`src/rtl/change_pkg.sv`:
```
// Shared types and constants for the change dispenser: FSM states, coin codes
// and coin values in 5-cent units.
package change_pkg;

  typedef enum logic [1:0] {IDLE, SELECT, DISPENSE, DONE} state_t;

  typedef enum logic [1:0] {
    COIN_Q = 2'b00,
    COIN_D = 2'b01,
    COIN_N = 2'b10
  } coin_t;

  localparam int VAL_Q       = 5;
  localparam int VAL_D       = 2;
  localparam int VAL_N       = 1;
  localparam int TIMEOUT_DEF = 255;

  function automatic int coin_val(input logic [1:0] code);
    case (code)
      COIN_Q:  return VAL_Q;
      COIN_D:  return VAL_D;
      COIN_N:  return VAL_N;
      default: return 0;
    endcase
  endfunction

endpackage

```
`src/rtl/change_coin_select.sv`:
```
// Greedy coin choice: largest coin that fits in rem and whose hopper is not empty.
module change_coin_select
  import change_pkg::*;
#(
  parameter int AMT_W = 8
) (
  input  logic [AMT_W-1:0] rem,
  input  logic [2:0]       hopper_empty,
  input  logic             fault,
  output logic             coin_found,
  output logic [1:0]       coin_type,
  output logic [AMT_W-1:0] coin_value
);

  always_comb begin
    coin_found = 1'b0;
    coin_type  = COIN_Q;
    coin_value = '0;
    // Once faulted the hopper is untrusted, so nothing more is paid out.
    if (!fault) begin
      if (rem >= AMT_W'(VAL_Q) && !hopper_empty[0]) begin
        coin_found = 1'b1;
        coin_type  = COIN_Q;
        coin_value = AMT_W'(VAL_Q);
      end else if (rem >= AMT_W'(VAL_D) && !hopper_empty[1]) begin
        coin_found = 1'b1;
        coin_type  = COIN_D;
        coin_value = AMT_W'(VAL_D);
      end else if (rem >= AMT_W'(VAL_N) && !hopper_empty[2]) begin
        coin_found = 1'b1;
        coin_type  = COIN_N;
        coin_value = AMT_W'(VAL_N);
      end
    end
  end

endmodule

```
`src/rtl/change_dispenser.sv`:
```
// Change dispenser: accepts an amount, ejects coins one at a time through a
// valid/ack hopper handshake, reports shortfall and raises a sticky fault on timeout.
module change_dispenser
  import change_pkg::*;
#(
  parameter int TIMEOUT = TIMEOUT_DEF,
  parameter int AMT_W   = 8
) (
  input  logic             clk,
  input  logic             rst_n,
  input  logic             req_valid,
  input  logic [AMT_W-1:0] req_amount,
  output logic             req_ready,
  input  logic [2:0]       hopper_empty,
  output logic             coin_valid,
  output logic [1:0]       coin_type,
  input  logic             coin_ack,
  output logic             done,
  output logic [AMT_W-1:0] shortfall,
  output logic [3:0]       coin_count,
  output logic             fault
);

  localparam int WD_W = $clog2(TIMEOUT + 1);

  state_t           state, state_nxt;
  logic [AMT_W-1:0] rem;
  logic [AMT_W-1:0] sel_value;
  logic [AMT_W-1:0] ack_value;
  logic [1:0]       sel_type;
  logic             sel_found;
  logic [WD_W-1:0]  wd;
  logic             timeout;

  change_coin_select #(.AMT_W(AMT_W)) u_sel (
    .rem          (rem),
    .hopper_empty (hopper_empty),
    .fault        (fault),
    .coin_found   (sel_found),
    .coin_type    (sel_type),
    .coin_value   (sel_value)
  );

  // The registered coin_type carries the value of the coin being ejected;
  // the selector never picks a coin larger than rem, so rem cannot underflow.
  assign ack_value = AMT_W'(coin_val(coin_type));
  // An ack in the timeout cycle takes priority over the fault.
  assign timeout   = !coin_ack && (wd == WD_W'(TIMEOUT - 1));

  always_comb begin
    state_nxt  = state;
    req_ready  = 1'b0;
    coin_valid = 1'b0;
    done       = 1'b0;
    shortfall  = '0;
    case (state)
      IDLE: begin
        req_ready = 1'b1;
        if (req_valid) state_nxt = SELECT;
      end
      SELECT:   state_nxt = sel_found ? DISPENSE : DONE;
      DISPENSE: begin
        coin_valid = 1'b1;
        if (coin_ack)     state_nxt = SELECT;
        else if (timeout) state_nxt = DONE;
      end
      DONE: begin
        done      = 1'b1;
        shortfall = rem;
        state_nxt = IDLE;
      end
      default: state_nxt = IDLE;
    endcase
  end

  always_ff @(posedge clk or negedge rst_n) begin
    if (!rst_n) begin
      state      <= IDLE;
      rem        <= '0;
      coin_count <= '0;
      coin_type  <= COIN_Q;
      wd         <= '0;
      fault      <= 1'b0;
    end else begin
      state <= state_nxt;
      case (state)
        IDLE: if (req_valid) begin
          rem        <= req_amount;
          coin_count <= '0;
        end
        SELECT: if (sel_found) begin
          coin_type <= sel_type;
          wd        <= '0;
        end
        DISPENSE: begin
          if (coin_ack) begin
            rem <= rem - ack_value;
            if (coin_count != 4'hF) coin_count <= coin_count + 4'd1;
          end else if (timeout) begin
            fault <= 1'b1;
          end else begin
            wd <= wd + WD_W'(1);
          end
        end
        default: ;
      endcase
    end
  end

endmodule

```
`config.mk`:
```
export PLATFORM = sky130hd
export DESIGN_NAME = change_dispenser
export DESIGN_NICKNAME = d
export VERILOG_FILES = /design/src/rtl/change_pkg.sv /design/src/rtl/change_coin_select.sv /design/src/rtl/change_dispenser.sv
export SDC_FILE = /design/constraint.sdc
export NUM_CORES = 1
export LEC_CHECK = 0
export CAP_MARGIN = 20
export CORE_AREA = 3 3 68 70
export DETAILED_ROUTE_END_ITERATION = 10
export DIE_AREA = 0 0 71 73
export PLACE_DENSITY = 0.69
export SYNTH_ARGS = -nofsm -noshare
export SYNTH_HDL_FRONTEND = slang
export SYNTH_HIERARCHICAL = 1
export SYNTH_SLANG_ARGS = --single-unit
```
`constraint.sdc`:
```
create_clock -name clk -period 4.45 [get_ports clk]
set_input_delay 0.6675 -clock clk [delete_from_list [all_inputs] [get_ports clk]]
set_output_delay 0.6675 -clock clk [all_outputs]
set_load 0.01 [all_outputs]
```
==> key figures <==
Outcome
  – Outcome: completed

Setup path
  – CP Cell Sequence: clkinv_1, nor3_1, clkdlybuf4s50_1
  – CP required: 3.78 ns
  – Setup crit end kind: output pin
  – R2R Setup Slk: 2.29 ns
  – Worst Setup Path Type: reg2out
  – Slowest stage cell, crit path: dfrtp_1
  – Worst Path Max Fanout: 24
  – CP Buf/Inv Count: 2
  – Critical Path Source Type: flop
  – Data arrival time of the critical path: 2.36 ns
  – CP delay by family, top: buffers and inverters
  – R2r endpoint: coin_type[1]$_DFFE_PN0P_
  – R2R cell count: 5
  – Slowest stage delay, CP: 0.78 ns
  – FF-to-FF Start: rem[2]$_DFFE_PN0P_

Timing
  – FMAX: 331 MHz
  – TNS Setup: 0 ns
  – Max Slew Vio Count: 0
  – Final setup violation count: 0
  – Minimum clock period after layout: 3.03 ns
  – Worst Skew: 0.00683 ns
  – Unrepaired setup endpoints after global routing: no
  – Hold WS: 0.516 ns
  – Slew headroom: 0.556
  – Final hold vios: 0
  – Slew at the pin closest to its max-slew limit: 0.666 ns
  – Part of the cycle the worst path needs: 0.680

Run
  – Max-cap violations: 0

Worst hold path
  – Hold wc startpoint: wd[6]$_DFFE_PN0P_
  – End of the worst hold path: wd[6]$_DFFE_PN0P_
  – Worst min-delay path class: reg2reg
  – Hold path depth: 1

Power and ir drop
  – Pwr Total: 1210 uW
  – Pleak: 0.000857 uW
  – Power Density: 579 nW/um^2
  – Worst VDD drop: 0.000223 V

Routing
  – Drt first-iter violations: 117
  – Vias per cell: 5.67
  – Via count: 1543
  – WL met2: 1900 um
  – Final Routed Wirelength: 4120 um
  – DRC viols: 0
  – TritonRoute pass-1 iters: 4
  – Wl on met1: 1980 um
  – Highest Signal Layer: met4
  – WL/cell: 15.2 um
  – Antenna violation net count after detailed routing: 0
  – Met3 WL: 218 um

Final layout
  – Final net count: 245
  – Area Overhead vs Synth: 23.6%
  – Non-Filler Instances: 272
  – Layout cell share with drive strength beyond 1: 0.0811
  – N_diodes: 0
  – Fin util: 0.520

Global route
  – Initial antenna violation count: 0
  – Overflow after GRT: 0
  – First-pass GRT wire length: 7200 um
  – Vias in the first global route: 1472
  – Gr usage total: 0.173
  – Largest net degree at the start of global routing: 26

Floorplanning
  – Die Height: 73 um
  – Row Count: 23
  – Total die area: 5180 sq um
  – Io pins: 33
  – Starting density of the core: 0.420
  – Die W: 71 um
  – Core area: 4030 sq um

Logic synthesis
  – Synthesized net count: 215
  – Avg Inst Size Synth: 8.78 sq um
  – Yosys warnings: 6
  – Synthesized instance count: 193
  – Mapped cell area: 1690 sq um

Clock tree
  – Cts bufs inserted: 3
  – Post-CTS sizing: 0
  – Clk sinks: 25
  – Setup Fix Bufs, Post-CTS: 0
  – Post-CTS Hold Buffers: 0
  – Clk pin slew, worst setup/hold paths: 0.09 ns
  – Clock Latency Late Sink: 0.28 ns
  – CTS max path bufs: 2
  – Root Driver: clkbuf_8
  – H-tree depth: 1
  – TritonCTS clock tree: done

Place
  – Port bufs: 32
  – Post-DP HPWL: 3050 um
  – DP Cell Count: 268
  – Routability Congestion: 0.821
report_power, final:
part	leakage, uW	internal, uW	switching [uW]
registers	0.000321	298	145
clock network	0.0000217	63.6	79.4
logic	0.000514	310	317
metrics by stage:
stage / setup slack (ns) / area (sq um)
floorplan: 2.52 / 1690
global placement: 1.79 / 2050
detailed placement: 1.75 / 2050
CTS: 1.43 / 2090
global route: 1.23 / 2090
finish: 1.42 / 2090
final cells by class:
| cell class | instances | area, sq um |
|---|---|---|
| tap | 50 | 62.6 |
| fill | 381 | 1930 |
| clock buffer | 3 | 41.3 |
| sequential | 25 | 626 |
| inverter | 8 | 30.0 |
| multi-input combinational | 152 | 1000 |
| timing repair buffer | 33 | 328 |
| clock inverter | 1 | 7.51 |
metal layers:
metal | global-route usage | up-vias
met2 | 0.282 | 41
met5 | 0 | -
li1 | - | 778
met3 | 0.0372 | 2
met4 | 0.0292 | 0
met1 | 0.241 | 722
state kept, by name, summed over array words and instances (netlist names):
signal	cells
coin_count	4
coin_type	2
fault	1
rem	8
state	2
wd	8
layout by cell type (no fill, tap or decap), types with 2 or more instances in the layout:
cell type and n:
clkdlybuf4s50_1 32, dfrtp_1 25, nor2_1 18, nand2_1 18, a21oi_1 15, and3_1 8, o21ai_0 7, inv_1 6
ha_1 6, nor3_1 5, nand3_1 5, nand2b_1 4, mux2i_1 4, o22ai_1 4, nor2b_1 4, a21o_1 3
clkbuf_8 3, nand3_2 2, nand4_1 2, o41ai_1 2, o2111ai_1 2, a211o_1 2, a2bb2oi_1 2, nand3b_1 2
or3_1 2, mux2_2 2, a31oi_1 2, a311oi_1 2, a22o_1 2, o21ai_1 2
worst max-delay path by stage:
stage                              from                  to  slack [ns]  depth (start not counted)
4_1_cts            state[1]$_DFFE_PN0P_        shortfall[0]        1.43                          3
3_5_place_dp       state[1]$_DFFE_PN0P_        shortfall[0]        1.75                          3
2_1_floorplan  coin_type[1]$_DFFE_PN0P_  rem[6]$_DFFE_PN0P_        2.52                          6
6_report           state[1]$_DFFE_PN0P_        shortfall[0]        1.42                          3
3_3_place_gp       state[1]$_DFFE_PN0P_        shortfall[0]        1.79                          3
5_1_grt            state[1]$_DFFE_PN0P_        shortfall[0]        1.23                          3
Note: power is estimated with default switching activity, not from simulation.
==> RTL change 1, RTL diff (config.mk and constraints unchanged) <==
Register the output `fault` once more, cleared by the reset; this adds one clock of latency there. The other outputs are not delayed to match. Comments in the files are not updated.
--- a/src/rtl/change_dispenser.sv
+++ b/src/rtl/change_dispenser.sv
@@ -24,4 +24,6 @@
   localparam int WD_W = $clog2(TIMEOUT + 1);
 
+  logic fault_s0;
+
   state_t           state, state_nxt;
   logic [AMT_W-1:0] rem;
@@ -36,5 +38,5 @@
     .rem          (rem),
     .hopper_empty (hopper_empty),
-    .fault        (fault),
+    .fault        (fault_s0),
     .coin_found   (sel_found),
     .coin_type    (sel_type),
@@ -81,5 +83,5 @@
       coin_type  <= COIN_Q;
       wd         <= '0;
-      fault      <= 1'b0;
+      fault_s0   <= 1'b0;
     end else begin
       state <= state_nxt;
@@ -98,5 +100,5 @@
             if (coin_count != 4'hF) coin_count <= coin_count + 4'd1;
           end else if (timeout) begin
-            fault <= 1'b1;
+            fault_s0 <= 1'b1;
           end else begin
             wd <= wd + WD_W'(1);
@@ -108,4 +110,12 @@
   end
 
+  always_ff @(posedge clk or negedge rst_n) begin
+    if (!rst_n) begin
+      fault <= '0;
+    end else begin
+      fault <= fault_s0;
+    end
+  end
+
 endmodule
 
Formal check against the unedited RTL: no difference found for any inputs over 10 cycles, from zero or initial values and one cycle with rst_n low; that may be too few to reach the edited logic, so the function may still have changed.
==> RTL change 1 against the original RTL <==
- power down 1.9%
- core utilization up 0.40 points
- sequential share of layout area rose by 0.96 points
- worst setup slack better by 0.098 ns
- area after synthesis increased by 1.6%
- routed wire length is 3.1% higher
- sequential cell count rose by 1
- cell area up 0.78%
- critical path depth unchanged
- largest cell class unchanged
- largest power group unchanged
==> RTL change 1: results <==
set metrics [dict create \
    status "completed" \
    slew_headroom 0.555 \
    syn_area_per_cell_um2 8.61 \
    synthesis.nets 222 \
    vias 1587 \
    worstReg2RegEnd "rem[7]" \
    crit_fanout 22 \
    num-nets-final 251 \
    grt_util_all_layers 0.172 \
    netSwitchingFraction 0.449 \
    r2r_cells 6 \
    layout-drive-gt1-share 0.0573 \
    dpl.cell_count 274 \
    hold_class "flop to flop" \
    post-place-ws_ns 1.86 \
    place_hpwl_um 3110 \
    ir_drop_uv 282 \
    via_per_inst 5.73 \
    cts_buffer_depth 2 \
    fillCellCount 394 \
    place_congestion 0.888 \
    p_leak_nw 0.866 \
    min_to "fault" \
    dpl_cell_area_um2 2070 \
    first_global_vias 1507 \
    hold_start "fault_s0" \
    clock_skew_ns 0.00119 \
    grt_max_degree 27 \
    arrival_ns 2.26 \
    whs_ns 0.506 \
    min_path_cells 0 \
    drtIter0Drc 87 \
    worstReg2RegStart "coin_type[0]" \
    wire_per_inst_um 15.3 \
]
-- RTL change 1: power groups by stage --
stage / Combinational [mW] / Sequential, mW / Clock [mW]
floorplan: 0.438 / 0.393 / 0
global placement: 0.599 / 0.453 / 0
detailed placement: 0.602 / 0.455 / 0
CTS: 0.604 / 0.448 / 0.137
global route: 0.674 / 0.468 / 0.144
finish: 0.604 / 0.452 / 0.134
-- RTL change 1: critical path, cell delays in order, from the launching register on --
cell and delay (ns):
dfrtp_1 0.73, nand2b_1 0.38, clkinv_1 0.32, clkdlybuf4s50_1 0.56
-- RTL change 1: final cells by class --
| type | count | area (um^2) | share of cell area |
|---|---|---|---|
| clock buffer | 3 | 41.3 | 0.0196 |
| inverter | 8 | 30.0 | 0.0142 |
| multi-input combinational | 157 | 998 | 0.473 |
| sequential | 26 | 651 | 0.308 |
| tap | 50 | 62.6 | 0.0296 |
| timing repair buffer | 33 | 328 | 0.155 |
-- RTL change 1: worst max path at each step --
stage / from / endpoint / slack [ns] / cells after the start
after global routing: state[1] / coin_valid / 1.40 / 3
after detailed placement: state[0] / coin_valid / 1.86 / 3
after global placement: state[1] / coin_valid / 1.93 / 3
final: state[0] / coin_valid / 1.52 / 3
after floorplan: coin_type[0] / rem[6] / 2.50 / 6
after CTS: state[1] / coin_valid / 1.56 / 3
-- RTL change 1: routing by layer --
metal	routed length, um	share of wire	vias up	global-route usage
met5	0	0	-	0
met4	48	0.011	0	0.0438
met3	194	0.046	5	0.0220
met2	1980	0.46	38	0.278
met1	2030	0.48	745	0.244
li1	-	-	799	-
==> RTL change 2, RTL diff (config.mk and constraints unchanged) <==
Made on the original files. `AMT_W` is set to 8 in 2 places; all go to 10.
--- a/src/rtl/change_coin_select.sv
+++ b/src/rtl/change_coin_select.sv
@@ -3,5 +3,5 @@
   import change_pkg::*;
 #(
-  parameter int AMT_W = 8
+  parameter int AMT_W = 10
 ) (
   input  logic [AMT_W-1:0] rem,
--- a/src/rtl/change_dispenser.sv
+++ b/src/rtl/change_dispenser.sv
@@ -5,5 +5,5 @@
 #(
   parameter int TIMEOUT = TIMEOUT_DEF,
-  parameter int AMT_W   = 8
+  parameter int AMT_W   = 10
 ) (
   input  logic             clk,
Interface: changed (resized req_amount and shortfall); port bits go from 33 to 37. No check against the original RTL was run, so the function may have changed too.
==> RTL change 2 against the original RTL <==
- sequential power grew 8.4%
- sequential cell count grew 2
- power increased by 6.0%
- core utilization increased by 3.7 points
- cell area increased by 7.0%
- routed wire length rose by 6.0%
- area after synthesis is 6.1% higher
- highest routed layer unchanged
- worst setup slack worse by 0.16 ns
==> RTL change 2: results <==
set metrics [dict create \
    status "completed" \
    hold_viol 0 \
    wl_um 4370 \
    drtIter0Drc 180 \
    ir_drop_uv 431 \
    first_global_vias 1489 \
    clock-root-buffer "clkbuf_8" \
    vias 1664 \
    reg_top3 "rem (10), wd (8), coin_count (4)" \
    p_leak_nw 0.966 \
    fillCellCount 387 \
    slowest_delay_ns 0.76 \
    arrival_ns 2.52 \
    grt_max_degree 31 \
    grt_util_all_layers 0.176 \
    grt_pass1_wl_um 7330 \
    place_hpwl_um 3220 \
    num-nets-final 264 \
    port_buffers 36 \
    layout-drive-gt1-share 0.0586 \
    synthesis.nets 231 \
    place_congestion 0.795 \
    worst_pin_slew_ns 0.735 \
    clock_skew_ns 0.00204 \
    clkTransAtPathRegs_ns 0.10 \
]
RTL change 2: worst max-delay path: cells and delay by family, from the launching register on:
family	cells	cell delay [ns]
buffers and inverters	2	1.13
flip-flops	1	0.76
AND/OR/NAND/NOR	1	0.35
RTL change 2: area by class of cell:
cell class	instances	area, um^2	share of cell area
Sequential cell	27	676	0.301
Clock buffer	3	41.3	0.0184
Clock inverter	1	7.51	0.00335
Timing Repair Buffer	37	368	0.164
Inverter	10	37.5	0.0167
Multi-Input combinational cell	161	1050	0.468
Tap cell	50	62.6	0.0279
RTL change 2: where the power goes:
part / switching, mW / total (mW) / internal [mW]
clock network: 0.0802 / 0.144 / 0.0636
registers: 0.159 / 0.480 / 0.320
logic: 0.346 / 0.662 / 0.316
RTL change 2: routing by layer:
metal / GRT usage / share of wire
met3: 0.0303 / 0.051
met2: 0.256 / 0.45
met4: 0.0522 / 0.0092
met5: 0 / 0
met1: 0.267 / 0.49
RTL change 2: worst paths after layout:
check,from,end,cells past startpoint
worst min register to register,wd[0],wd[0],1
worst max register to register,coin_type[1],rem[9],6
worst min-delay path,wd[0],wd[0],1
worst max-delay path,state[1],coin_valid,3
min in group asynchronous,rst_n,rem[6],2
max in group asynchronous,rst_n,rem[4],2
RTL change 2: through the flow:
stage / std cells / worst slack [ns] / cell area [um^2] / util / hold slack [ns]
finish: 289 / 1.26 / 2240 / 0.557 / 0.536
global route: 289 / 1.03 / 2240 / 0.557 / 0.550
CTS: 289 / 1.26 / 2240 / 0.557 / 0.540
detailed placement: 285 / 1.59 / 2190 / 0.544 / 0.520
global placement: 285 / 1.66 / 2190 / 0.544 / 0.513
floorplan: 207 / 2.49 / 1800 / - / 0.372
